## config.mk

```make
export PLATFORM = sky130hd
export DESIGN_NAME = iter_shift_ext
export DESIGN_NICKNAME = d
export VERILOG_FILES = /design/src/rtl/shifter_pkg.sv /design/src/rtl/iter_shift_ext_shift_step.sv /design/src/rtl/iter_shift_ext.sv
export SDC_FILE = /design/constraint.sdc
export NUM_CORES = 1
export LEC_CHECK = 0
export ABC_AREA = 0
export BUFFER_PORTS_ARGS = -buffer_cell sky130_fd_sc_hd__buf_2
export CORE_AREA = 2 2 92 103
export CTS_CLUSTER_DIAMETER = 40
export DETAILED_ROUTE_END_ITERATION = 10
export DIE_AREA = 0 0 94 105
export PLACE_DENSITY_LB_ADDON = 0.12
export SYNTH_ARGS = -nofsm -noshare
export SYNTH_HDL_FRONTEND = slang
export SYNTH_HIERARCHICAL = 1
export SYNTH_SLANG_ARGS = --single-unit
```

## constraint.sdc

```tcl
create_clock -name clk -period 4.5 [get_ports clk]
set_input_delay 0.9 -clock clk [delete_from_list [all_inputs] [get_ports clk]]
set_output_delay 0.9 -clock clk [all_outputs]
set_load 0.03 [all_outputs]
```

## src/rtl/shifter_pkg.sv

```systemverilog
// Shared definitions for the iterative shift/extend unit: op codes, FSM states, amount width.
// ITER_SHIFT_ROT_EN (optional) makes OP_ROR a legal rotate-right; otherwise it is an illegal op.
package shifter_pkg;

    typedef logic [2:0] op_t;

    localparam op_t OP_SLL      = 3'b000;
    localparam op_t OP_SRL      = 3'b001;
    localparam op_t OP_SRA      = 3'b010;
    localparam op_t OP_SEXT_SLL = 3'b011;
    localparam op_t OP_ZEXT_SLL = 3'b100;
    localparam op_t OP_ROR      = 3'b101;

    typedef enum logic [1:0] {
        ST_IDLE,
        ST_SHIFT,
        ST_DONE
    } state_t;

    function automatic int amt_width(input int w);
        return $clog2(w);
    endfunction

endpackage

```

## src/rtl/iter_shift_ext_shift_step.sv

```systemverilog
// One combinational shift step of up to STEP bits; the FSM applies it once per SHIFT cycle.
// ITER_SHIFT_ROT_EN adds the rotate-right path for OP_ROR.
module shift_step
    import shifter_pkg::*;
#(
    parameter int W    = 32,
    parameter int STEP = 4,
    localparam int KW  = $clog2(STEP) + 1
) (
    input  logic [W-1:0]  data_i,
    input  op_t           op_i,
    input  logic [KW-1:0] k_i,
    output logic [W-1:0]  data_o
);

    always_comb begin
        data_o = data_i;
        case (op_i)
            OP_SLL, OP_SEXT_SLL, OP_ZEXT_SLL: data_o = data_i << k_i;
            OP_SRL:                           data_o = data_i >> k_i;
            // The sign bit never changes under >>>, so repeated steps keep filling with the original MSB.
            OP_SRA:                           data_o = W'($signed(data_i) >>> k_i);
`ifdef ITER_SHIFT_ROT_EN
            OP_ROR:                           data_o = (data_i >> k_i) | (data_i << (W - int'(k_i)));
`endif
            default:                          data_o = data_i;
        endcase
    end

endmodule

```

## src/rtl/iter_shift_ext.sv

```systemverilog
// Multi-cycle shift/extend unit with valid/ready handshakes; shifts at most STEP bits per cycle.
// ITER_SHIFT_ROT_EN enables op 101 (rotate right); without it op 101 is flagged illegal.
module iter_shift_ext
    import shifter_pkg::*;
#(
    parameter int W     = 32,
    parameter int IMM_W = 16,
    parameter int STEP  = 4
) (
    input  logic                    clk,
    input  logic                    rst,
    input  logic                    in_valid,
    output logic                    in_ready,
    input  op_t                     in_op,
    input  logic [W-1:0]            in_data,
    input  logic [amt_width(W)-1:0] in_amt,
    output logic                    out_valid,
    input  logic                    out_ready,
    output logic [W-1:0]            out_data,
    output logic                    out_err
);

    localparam int AW = amt_width(W);
    localparam int KW = $clog2(STEP) + 1;

    state_t         state_q, state_d;
    op_t            op_q, op_d;
    logic [AW-1:0]  rem_q, rem_d;
    logic [W-1:0]   work_q, work_d;
    logic           err_q, err_d;
    logic [KW-1:0]  k;
    logic [W-1:0]   step_out;

    function automatic logic op_legal(input op_t op);
`ifdef ITER_SHIFT_ROT_EN
        return op <= OP_ROR;
`else
        return op <= OP_ZEXT_SLL;
`endif
    endfunction

    always_comb begin
        if (int'(rem_q) >= STEP) k = KW'(STEP);
        else                     k = KW'(rem_q);
    end

    shift_step #(.W(W), .STEP(STEP)) u_step (
        .data_i (work_q),
        .op_i   (op_q),
        .k_i    (k),
        .data_o (step_out)
    );

    always_comb begin
        state_d = state_q;
        op_d    = op_q;
        rem_d   = rem_q;
        work_d  = work_q;
        err_d   = err_q;
        case (state_q)
            ST_IDLE: begin
                if (in_valid) begin
                    op_d  = in_op;
                    rem_d = in_amt;
                    err_d = 1'b0;
                    case (in_op)
                        OP_SEXT_SLL: work_d = {{(W-IMM_W){in_data[IMM_W-1]}}, in_data[IMM_W-1:0]};
                        OP_ZEXT_SLL: work_d = {{(W-IMM_W){1'b0}}, in_data[IMM_W-1:0]};
                        default:     work_d = in_data;
                    endcase
                    if (!op_legal(in_op)) begin
                        work_d  = in_data;
                        err_d   = 1'b1;
                        rem_d   = '0;
                        state_d = ST_DONE;
                    end else if (in_amt == '0) begin
                        state_d = ST_DONE;
                    end else begin
                        state_d = ST_SHIFT;
                    end
                end
            end
            ST_SHIFT: begin
                work_d = step_out;
                rem_d  = rem_q - AW'(k);
                if (int'(rem_q) <= STEP) state_d = ST_DONE;
            end
            ST_DONE: begin
                if (out_ready) state_d = ST_IDLE;
            end
            default: state_d = ST_IDLE;
        endcase
    end

    always_ff @(posedge clk or posedge rst) begin
        if (rst) begin
            state_q <= ST_IDLE;
            op_q    <= OP_SLL;
            rem_q   <= '0;
            work_q  <= '0;
            err_q   <= 1'b0;
        end else begin
            state_q <= state_d;
            op_q    <= op_d;
            rem_q   <= rem_d;
            work_q  <= work_d;
            err_q   <= err_d;
        end
    end

    assign in_ready  = (state_q == ST_IDLE) && !rst;
    assign out_valid = (state_q == ST_DONE);
    assign out_data  = work_q;
    assign out_err   = err_q;

endmodule

```

### Yosys cells after proc, flatten, opt, wreduce, memory -nomap -nowiden

Index checks and enable logic that the tools add are counted.

* flip-flop bits (word level): 43
* input port bits: 44
* output and inout bits: 35

* $add $sub $neg: 1
* magnitude comparators: 3
* equal/unequal tests: 12
* shift operators: 3
* mux-type cells: 16
* reductions and logical operators: 11

Operators by type and width (count)
* $pmux W32 S2: 2
* $pmux W32 S3: 1
* $mux W32: 2
* $shl A32 B3 Y32: 1
* $shr A32 B3 Y32: 1
* $sshr A32 B3 Y32: 1
* $mux W2: 5
* $mux W5: 2
* $pmux W5 S2: 1
* $eq A3 B2 Y1 const B: 3
* $eq A3 B3 Y1 const B: 2
* $pmux W2 S3: 1
* $reduce_and A3 Y1: 2
* $ge A5 B3 Y1 const B: 1
* $le A5 B3 Y1 const B: 1
* $logic_not A5 Y1: 1
* $sub A5 B3 Y5: 1
* $ne A2 B2 Y1 const B: 2
* $ne A4 B1 Y1 const B: 1
* $reduce_and A2 Y1: 2
* $eq A3 B1 Y1 const B: 1
* $le A3 B3 Y1 const B: 1
* $logic_not A3 Y1: 1
* $mux W3: 1
* other kinds (9): 9

### Logic depth before layout (Yosys ltp)

Gate-level depths: netlist of the first run.

* depth in word-level cells: 5
* gate-level depth with buffers: 13
* mapped depth without buffers: 9

### Cells and area by module

The synthesis of the first run kept the hierarchy.

Modules (own cells, without submodules)
* shift_step: times used 1, cells each 323, area an instance 3148.0 um^2, sequential area each 0.0 um^2
* iter_shift_ext: times used 1, cells each 237, area an instance 2363.5 um^2, sequential area each 1076.0 um^2

### Worst setup path before layout of the first run

Ideal clock, no wire load.

* path type: register to register
* start point: register rem_q[2]
* end point: register work_q[22] (netlist: out_data[22])
* library setup time: 0.144 ns
* arrival time: 2.520 ns
* slack: 1.836 ns
* cell stages (with the launch flop): 12
* path buffers: 3
* period minus slack after synthesis: 2.664 ns
* cells stage by stage: dfrtp_1 nor3_1 inv_1 nor2_1 buf_6 buf_8 buf_2 mux4_2 mux2_2 a221o_1 a21oi_1 o31ai_2

* cells in the longest elaborated chain, start to end: 5

RTL lines
* start, declared: line iter_shift_ext.sv:28 `logic [AW-1:0] rem_q, rem_d;`
* start signal, assigned: line iter_shift_ext.sv:105 `rem_q <= rem_d;`
* $ge A5 B3 Y1: line iter_shift_ext.sv:43 `if (int'(rem_q) >= STEP) k = KW'(STEP);`
* $mux W3 (*): line iter_shift_ext.sv:43
* net k[2]: line iter_shift_ext.sv:31 `logic [KW-1:0] k;`
* $sshr A32 B3 Y32, or another cell as far along: line iter_shift_ext_shift_step.sv:22 `OP_SRA: data_o = W'($signed(data_i) >>> k_i);`
* $pmux W32 S3 (*): line iter_shift_ext_shift_step.sv:18 `case (op_i)`
* net step_out[22]: line iter_shift_ext.sv:32 `logic [W-1:0] step_out;`
* $pmux W32 S2 (*): line iter_shift_ext.sv:60 `case (state_q)`
* end signal, assigned: line iter_shift_ext.sv:106 `work_q <= work_d;`
* end, declared: line iter_shift_ext.sv:29 `logic [W-1:0] work_q, work_d;`

The timed path passes the listed nets; every way through them passes the cells marked *.
A chain may end at the register's enable or synchronous reset.

### Worst setup path after layout of the first run

* start point: register rem_q[2]
* end point: register work_q[15] (netlist: out_data[15])

* cells in the longest elaborated chain, start to end: 5

RTL lines (line)
* $ge A5 B3 Y1 (*): iter_shift_ext.sv:43
* $mux W3 (*): iter_shift_ext.sv:43
* net k[0]: iter_shift_ext.sv:31
* $sshr A32 B3 Y32, or another cell as far along: iter_shift_ext_shift_step.sv:22
* $pmux W32 S3 (*): iter_shift_ext_shift_step.sv:18
* net step_out[15]: iter_shift_ext.sv:32
* $pmux W32 S2 (*): iter_shift_ext.sv:60

Marks and branches as above.

==> flow_summary.ini, run 1 <==
[routing]
routed_wl_mm = 14.8
vias_per_cell = 6.94
ant_nets = 0
wl_per_cell_um = 20.8
vias = 4961
dr.pass1.iters = 5
drc = 0
drtIter0Drc = 462

[worst_setup_path]
cp.required_ns = 4.66
crit_type = register to register
cpMaxStageDelayCell = and2_4
crit-reg2reg-capture = out_data[15]$_DFFE_PP0P_
reg2reg_slack_ns = 1.17
worst_ep_arrival_time_ns = 3.49
cpMostUsedCell = buf_4
cp.depth = 9
slowest_delay_ns = 0.61
critPathTopFamily = simple AND/OR/NAND/NOR gates
critPathMaxFanout = 39
ff2ff_path_depth = 9
r2r-start = rem_q[2]$_DFFE_PP0P_
setup.worst_path.end_class = register
cp-start-kind = register
cp_cell_sequence = nor3_1 > and2_4 > buf_4 > buf_4 > mux4_2 > a22oi_1 > nand2_1 > mux2i_1 > o21ai_0
crit_end = out_data[15]$_DFFE_PP0P_
setup.worst_path.start = rem_q[2]$_DFFE_PP0P_
cp_num_buf_inv = 2

[yosys]
synth_common_cells = nand2_1, mux2i_1, mux4_2
synth_most_common_cell = nand2_1
synth_top_area_cell = mux4_2
netlist_top_cells_area = mux4_2, dfrtp_1, mux2i_1
synth_ff_type = dfrtp_1
synth_top_area_frac = 0.196
syn_nets = 605
synth_edf_count = 0
synthArstFlopShare = 1.00
synth_area_sq_um = 5510
yosys_warnings = 6
syn_inst = 560
synth_cell_types = 64
ys_ff_latch = 43
synth-seq-area-share = 0.195
synth_area_per_cell_sq_um = 9.84

[clock_tree]
post_cts_buffers = 0
clockBufferDepth = 2
htree_levels = 2
path_clk_slew_ns = 0.09
cts_resized = 0
numCtsBuffers = 5
clk_latency_ns = 0.32
cts_tree = yes
clock-sinks = 43
postCtsHoldBufs = 0
cts-root-buf = clkbuf_8

[sta]
whs_ns = 0.481
skew_ns = 0.00478
timing_worst_slew_pin_value_ns = 1.17
fin_tns_setup_ns = 0
slew_viol_final = 0
fin_crit_sh = 0.740
max_freq_mhz = 300
hold_viol = 0
rsz0062_at_grt = false
relSlewSlack = 0.218
setup_violations = 0
finalCriticalPeriod_ns = 3.33

[cells_and_area]
antennaDiodeCount = 0
syn2layout_area_growth_pct = 6.86
drive_gt1_frac = 0.369
nets = 646
num-fill-cells = 722
final-instance-count-excl-fill = 715

[die]
core-area_sq_um = 8780
num_rows = 36
ioPinCount = 79
die_x_um = 94
fp.dieArea_sq_um = 9870
start_util = 0.627
die_h_um = 105

[global_route]
grt_pass1_vias = 4514
antenna_found_initial = 0
grt-busiest-layer = met2
use_met3 = 0.0324
grt_use_met2 = 0.478
met1_usage = 0.450
grt_max_degree = 82
grt_overflow = 0
grt_pass1_wl_mm = 24.2
grt_util_all_layers = 0.304

[power]
power_density_nw_per_um2 = 925
leakagePower_nw = 2.36
ir_worst_vdd_mv = 0.709

[place]
hpwl_mm = 10.0
dp_cells = 708
io_buffers = 78
globalplace.congestion = 0.893

[status]
status = finished, final reports clean

[hold_path]
hold_path_class = register to register

[flow_run]
drv_cap = 0
[where the power goes]
group	internal, W	switching (W)	total (W)
Sequential	0.000565	0.000456	0.00102
Clock	0.000121	0.000154	0.000275
Combinational	0.00189	0.00226	0.00415
[area by class of cell]
class / instances / area [sq um] / share of cell area
clock buffers: 6 / 82.6 / 0.0140
flip-flops and latches: 43 / 1080 / 0.183
clock inverters: 1 / 5.00 / 0.000850
multi-input cells: 455 / 4070 / 0.691
inverters: 7 / 26.3 / 0.00446
repair buffers: 89 / 485 / 0.0824
well taps: 114 / 143 / 0.0242
[logic make-up after synthesis]
group	count (synthesis)	synth area share
adders and majority gates	1	0.00227
and+or+nand+nor	149	0.133
other	1	0.000680
buffers and inverters	62	0.0692
AOI/OAI and AO/OA	158	0.212
xor gates and xnor gates	2	0.00318
DFF	43	0.195
muxes	144	0.385
[per-stage QoR]
step	total power [W]	setup slack (ns)	cell area [sq um]	util
global placement	0.00501	1.27	5800	0.661
CTS	0.00538	1.14	5890	0.671
detailed placement	0.00510	1.15	5800	0.661
global route	0.00579	0.878	5890	0.671
floorplan	0.00426	1.84	5510	-
finish	0.00545	1.17	5890	0.671
[how the worst min path moves through the flow]
stage | start | end | slack [ns] | cells after the start
6_report | out_err$_DFFE_PP0P_ | out_err$_DFFE_PP0P_ | 0.48 | 2
5_1_grt | out_err$_DFFE_PP0P_ | out_err$_DFFE_PP0P_ | 0.52 | 2
4_1_cts | out_err$_DFFE_PP0P_ | out_err$_DFFE_PP0P_ | 0.49 | 2
3_5_place_dp | out_err$_DFFE_PP0P_ | out_err$_DFFE_PP0P_ | 0.47 | 2
3_3_place_gp | out_err$_DFFE_PP0P_ | out_err$_DFFE_PP0P_ | 0.46 | 2
2_1_floorplan | rem_q[0]$_DFFE_PP0P_ | rem_q[0]$_DFFE_PP0P_ | 0.48 | 1
[cells in the final DEF, fill, tap and decap left out, drive strengths merged, types with 2 or more instances in the layout]
master  Yosys  final
o21ai      32     32
a211oi     16     16
inv         7      6
a221oi      4      4
o211ai      5      5
buf        38     89
mux2       48     48
nor3b       3      3
mux2i      48     48
a221o      15     15
nand3b      2      2
nor2       27     27
or4         2      2
mux4       48     48
dfrtp      43     43
nand2      64     64
a22oi      10     10
nor2b      13     13
clkinv      0      2
o31ai      17     17
nor3        9      9
a21oi      42     42
or3b        2      2
nor4b       3      3
and2        7      7
o21a        2      2
a21o        2      2
clkbuf     17      6
o21bai      2      2
nor4        7      7
nand2b      5      5
[flip-flops by register name, indices dropped and copies added, names as in the netlist]
register,count
op_q,3
out_data,32
out_err,1
rem_q,5
state_q,2
[worst register-to-register path: cells and delay by family (launching register included)]
| kind | cells | cell delay, ns |
|---|---|---|
| muxes | 2 | 0.70 |
| and+or+nand+nor | 3 | 1.08 |
| DFF | 1 | 0.45 |
| AOI/OAI and AO/OA | 2 | 0.30 |
| buffers and inverters | 2 | 0.66 |
[routing by layer]
metal	part of all wire	vias to the layer above
met5	0	-
met4	0.014	0
met1	0.43	2419
li1	-	2271
met2	0.48	251
met3	0.068	20
(Power assumes the default switching activity.)
==> inputs of run 2 (changes only) <==
--- a/config.mk
+++ b/config.mk
@@ -7,10 +7,10 @@
 export LEC_CHECK = 0
 export ABC_AREA = 0
 export BUFFER_PORTS_ARGS = -buffer_cell sky130_fd_sc_hd__buf_2
-export CORE_AREA = 2 2 92 103
+export CORE_AREA = 2 2 95 106
 export CTS_CLUSTER_DIAMETER = 40
 export DETAILED_ROUTE_END_ITERATION = 10
-export DIE_AREA = 0 0 94 105
+export DIE_AREA = 0 0 97 108
 export PLACE_DENSITY_LB_ADDON = 0.12
 export SYNTH_ARGS = -nofsm -noshare
 export SYNTH_HDL_FRONTEND = slang
==> constraint.sdc (replaced) <==
create_clock -name clk -period 3.3 [get_ports clk]
set_input_delay 0.66 -clock clk [delete_from_list [all_inputs] [get_ports clk]]
set_output_delay 0.66 -clock clk [all_outputs]
set_load 0.03 [all_outputs]
==> flow_summary.ini, run 2 (synthesis gave the netlist of run 1 again) <==
[status]
status = finished, final reports clean

[routing]
dr.pass1.iters = 5
vias = 5028
ant_nets = 0
vias_per_cell = 6.93
routed_wl_mm = 15.5
drtIter0Drc = 465
drc = 0
wl_per_cell_um = 21.3

[sta]
hold_viol = 0
fin_tns_setup_ns = 0
fin_crit_sh = 0.905
skew_ns = 0.0115
max_freq_mhz = 335
timing_worst_slew_pin_value_ns = 0.923
finalCriticalPeriod_ns = 2.99
setup_violations = 0
rsz0062_at_grt = false
slew_viol_final = 0
whs_ns = 0.391
relSlewSlack = 0.384

[die]
num_rows = 37
start_util = 0.592
ioPinCount = 79
core-area_sq_um = 9310
fp.dieArea_sq_um = 10500
die_h_um = 108
die_x_um = 97

[power]
p_switching_w = 0.00397
internal_power_w = 0.00357
power_w = 0.00754
combPwrFrac = 0.761
pwr-share-clk = 0.051
leakagePower_nw = 2.40
p_seq_frac = 0.188
switching_share = 0.526
power_density_nw_per_um2 = 1260
ir_worst_vdd_mv = 0.742

[clock_tree]
clockBufferDepth = 2
post_cts_buffers = 0
clock-sinks = 43
cts-root-buf = clkbuf_8
postCtsHoldBufs = 0
cts_resized = 0
numCtsBuffers = 5
path_clk_slew_ns = 0.10
cts_tree = yes
htree_levels = 2
clk_latency_ns = 0.32

[worst_setup_path]
crit_type = register to register
cp-start-kind = register
worst_ep_arrival_time_ns = 3.18
setup.worst_path.end_class = register
cp.required_ns = 3.49
critPathMaxFanout = 78

[cells_and_area]
mostFrequentLayoutCells = buf_2, nand2_1, mux2i_1, mux4_2, dfrtp_1
syn2layout_area_growth_pct = 8.31
final_util = 0.642
nets = 653
largest_reg_flops = 32
drive_gt1_frac = 0.378
antennaDiodeCount = 0
final_common_cell = buf_2
final-instance-count-excl-fill = 726

[place]
globalplace.congestion = 0.904
dp_cells = 718
io_buffers = 78
hpwl_mm = 10.7

[global_route]
grt_pass1_vias = 4816
antenna_found_initial = 0
grt_overflow = 0
grt_pass1_wl_mm = 25.6
grt_max_degree = 79
grt_util_all_layers = 0.300

[flow_run]
drv_cap = 0

[hold_path]
hold_path_class = primary input to async pin
## run 2: cell count changes in the layout (fill, tap and decap cells not counted)
cell        delta
buf_12         +1
clkinv_2       -1
clkinvlp_4     +1
buf_4          +6
clkinv_4       +1
## run 2: metrics by stage
| step | instance area, sq um | setup WS, ns |
|---|---|---|
| global route | 5970 | 0.0328 |
| detailed placement | 5870 | 0.355 |
| floorplan | 5510 | 0.636 |
| finish | 5970 | 0.313 |
| global placement | 5870 | 0.402 |
| CTS | 5970 | 0.291 |
## run 2: power by group through the flow
| stage | registers, W | clock network, W | logic [W] |
|---|---|---|---|
| 2_1_floorplan | 0.00151 | 0 | 0.00430 |
| 3_3_place_gp | 0.00137 | 0 | 0.00555 |
| 3_5_place_dp | 0.00141 | 0 | 0.00563 |
| 4_1_cts | 0.00140 | 0.000393 | 0.00567 |
| 5_1_grt | 0.00148 | 0.000410 | 0.00617 |
| 6_report | 0.00142 | 0.000383 | 0.00574 |
## run 2: final timing paths
kind	from	to	slack (ns)	cells after the start
setup / recovery	rem_q[4]$_DFFE_PP0P_	out_data[21]$_DFFE_PP0P_	0.31	10
hold / removal	rst	out_data[3]$_DFFE_PP0P_	0.39	2
setup reg to reg	rem_q[4]$_DFFE_PP0P_	out_data[21]$_DFFE_PP0P_	0.31	10
max in group asynchronous	rst	out_data[18]$_DFFE_PP0P_	2.16	3
hold reg to reg	out_err$_DFFE_PP0P_	out_err$_DFFE_PP0P_	0.53	2
min in group clk	out_err$_DFFE_PP0P_	out_err$_DFFE_PP0P_	0.53	2
## run 2: metal layers
metal  vias to the layer above  part of all wire  track usage
met5                         -                 0            0
met4                         0             0.018       0.0805
met3                        26             0.085       0.0446
met2                       287              0.49        0.498
met1                      2430              0.41        0.415
li1                       2285                 -            -
## run 2: final cells by class
class,instances,area [sq um]
clock buffer,6,82.6
clock inverter,2,16.3
fill,822,3340
inverter,7,26.3
multi-input combinational,455,4070
sequential,43,1080
tap,117,146
timing repair buffer,96,551
## run 2: worst max-delay path: stages, from the launching register on
cell and delay (ns):
dfrtp_1 0.46, nor3_1 0.09, buf_4 0.15, inv_2 0.07
buf_4 0.70, mux4_2 0.43, mux2_2 0.27, a22oi_1 0.16
o21ai_1 0.13, a21oi_1 0.25, o31ai_2 0.09
==> inputs of run 3 (changes only) <==
--- a/config.mk
+++ b/config.mk
@@ -9,9 +9,12 @@
 export BUFFER_PORTS_ARGS = -buffer_cell sky130_fd_sc_hd__buf_2
 export CORE_AREA = 2 2 95 106
 export CTS_CLUSTER_DIAMETER = 40
+export CTS_CLUSTER_SIZE = 14
 export DETAILED_ROUTE_END_ITERATION = 10
 export DIE_AREA = 0 0 97 108
 export PLACE_DENSITY_LB_ADDON = 0.12
+export RECOVER_POWER = 50
+export SLEW_MARGIN = 40
 export SYNTH_ARGS = -nofsm -noshare
 export SYNTH_HDL_FRONTEND = slang
 export SYNTH_HIERARCHICAL = 1
==> flow_summary.ini, run 3 (synthesis gave the netlist of run 1 again) <==
[status]
status = finished, final reports clean

[global_route]
grt_pass1_vias = 4816
antenna_found_initial = 0
grt_overflow = 0
grt_max_degree = 79
grt_util_all_layers = 0.300
grt_pass1_wl_mm = 25.6

[routing]
vias = 4974
vias_per_cell = 6.85
drtIter0Drc = 454
dr.pass1.iters = 6
drc = 0
routed_wl_mm = 15.5
wl_per_cell_um = 21.4
ant_nets = 0

[sta]
fin_tns_setup_ns = 0
rsz0062_at_grt = false
setup_violations = 0
relSlewSlack = 0.0447
hold_viol = 0
finalCriticalPeriod_ns = 3.01
timing_worst_slew_pin_value_ns = 1.43
fin_crit_sh = 0.913
max_freq_mhz = 332
slew_viol_final = 0
skew_ns = 0.0112

[worst_setup_path]
critPathMaxFanout = 38
crit_type = register to register
ff2ff_path_depth = 8
setup.worst_path.end_class = register
cp-start-kind = register
worst_ep_arrival_time_ns = 3.21
cp.required_ns = 3.50

[cells_and_area]
mostFrequentLayoutCells = nand2_1, buf_2, mux2i_1, mux4_2, dfrtp_1
post-route-cell-area_sq_um = 5940
antennaDiodeCount = 0
num-fill-cells = 829
drive_gt1_frac = 0.350
largest_reg_flops = 32
nets = 653
syn2layout_area_growth_pct = 7.85
final-instance-count-excl-fill = 726

[clock_tree]
cts_resized = 0
cts-root-buf = clkbuf_8
clock-sinks = 43
numCtsBuffers = 5
path_clk_slew_ns = 0.09
cts_tree = yes
htree_levels = 2
clk_latency_ns = 0.32
post_cts_buffers = 0
clockBufferDepth = 2
postCtsHoldBufs = 0

[power]
ir_worst_vdd_mv = 0.755
leakagePower_nw = 2.35
power_density_nw_per_um2 = 1260

[place]
hpwl_mm = 10.7
dp_cells = 718
globalplace.congestion = 0.904
io_buffers = 78
place_area_sq_um = 5870

[flow_run]
drv_cap = 0

[die]
die_x_um = 97
num_rows = 37
start_util = 0.592
fp.dieArea_sq_um = 10500
die_h_um = 108
ioPinCount = 79
core-area_sq_um = 9310

[hold_path]
hold_path_class = primary input to async pin
## run 3: layer usage
layer  GRT usage  wire [um]  part of all wire  up-vias
met2       0.498       7440              0.48      260
li1            -          -                 -     2273
met3      0.0446       1370             0.088       25
met1       0.415       6420              0.41     2416
met5           0          0                 0        -
met4      0.0805        274             0.018        0
## run 3: metrics by stage
stage               utilization  total power (W)  hold WS [ns]  setup slack [ns]
global placement          0.631          0.00692         0.456             0.402
floorplan                     -          0.00581         0.481             0.636
finish                    0.639          0.00751         0.520             0.288
detailed placement        0.631          0.00704         0.516             0.355
global route              0.639          0.00803         0.569            0.0484
CTS                       0.642          0.00746         0.398             0.291
## run 3: final cells by class
class / count / area (sq um) / area share
timing repair buffer: 96 / 526 / 0.0884
sequential: 43 / 1080 / 0.181
tap: 117 / 146 / 0.0246
multi-input combinational: 455 / 4070 / 0.685
clock buffer: 6 / 82.6 / 0.0139
clock inverter: 2 / 16.3 / 0.00274
inverter: 7 / 26.3 / 0.00442
## run 3: path summary, 6_finish.rpt
check                                          start                  endpoint  slack, ns
min in group clk                 out_err$_DFFE_PP0P_       out_err$_DFFE_PP0P_       0.54
worst min-delay path                             rst   out_data[3]$_DFFE_PP0P_       0.52
worst min register to register   out_err$_DFFE_PP0P_       out_err$_DFFE_PP0P_       0.54
worst max register to register  rem_q[2]$_DFFE_PP0P_   out_data[4]$_DFFE_PP0P_       0.29
worst max-delay path            rem_q[2]$_DFFE_PP0P_   out_data[4]$_DFFE_PP0P_       0.29
max in group asynchronous                        rst  out_data[18]$_DFFE_PP0P_       0.99
## run 3: power breakdown
group	internal (W)	switching [W]
Clock	0.000171	0.000211
Sequential	0.000770	0.000647
Combinational	0.00260	0.00311
Total	0.00354	0.00397
## run 3: worst max-delay path: stages, from the launching register on
cell and delay (ns):
dfrtp_1 0.45, nor3_1 0.29, and2_4 0.58, mux4_2 0.63, mux2_2 0.28, nor4b_1 0.28, nor4b_1 0.12, mux2i_1 0.15
o21ai_0 0.10
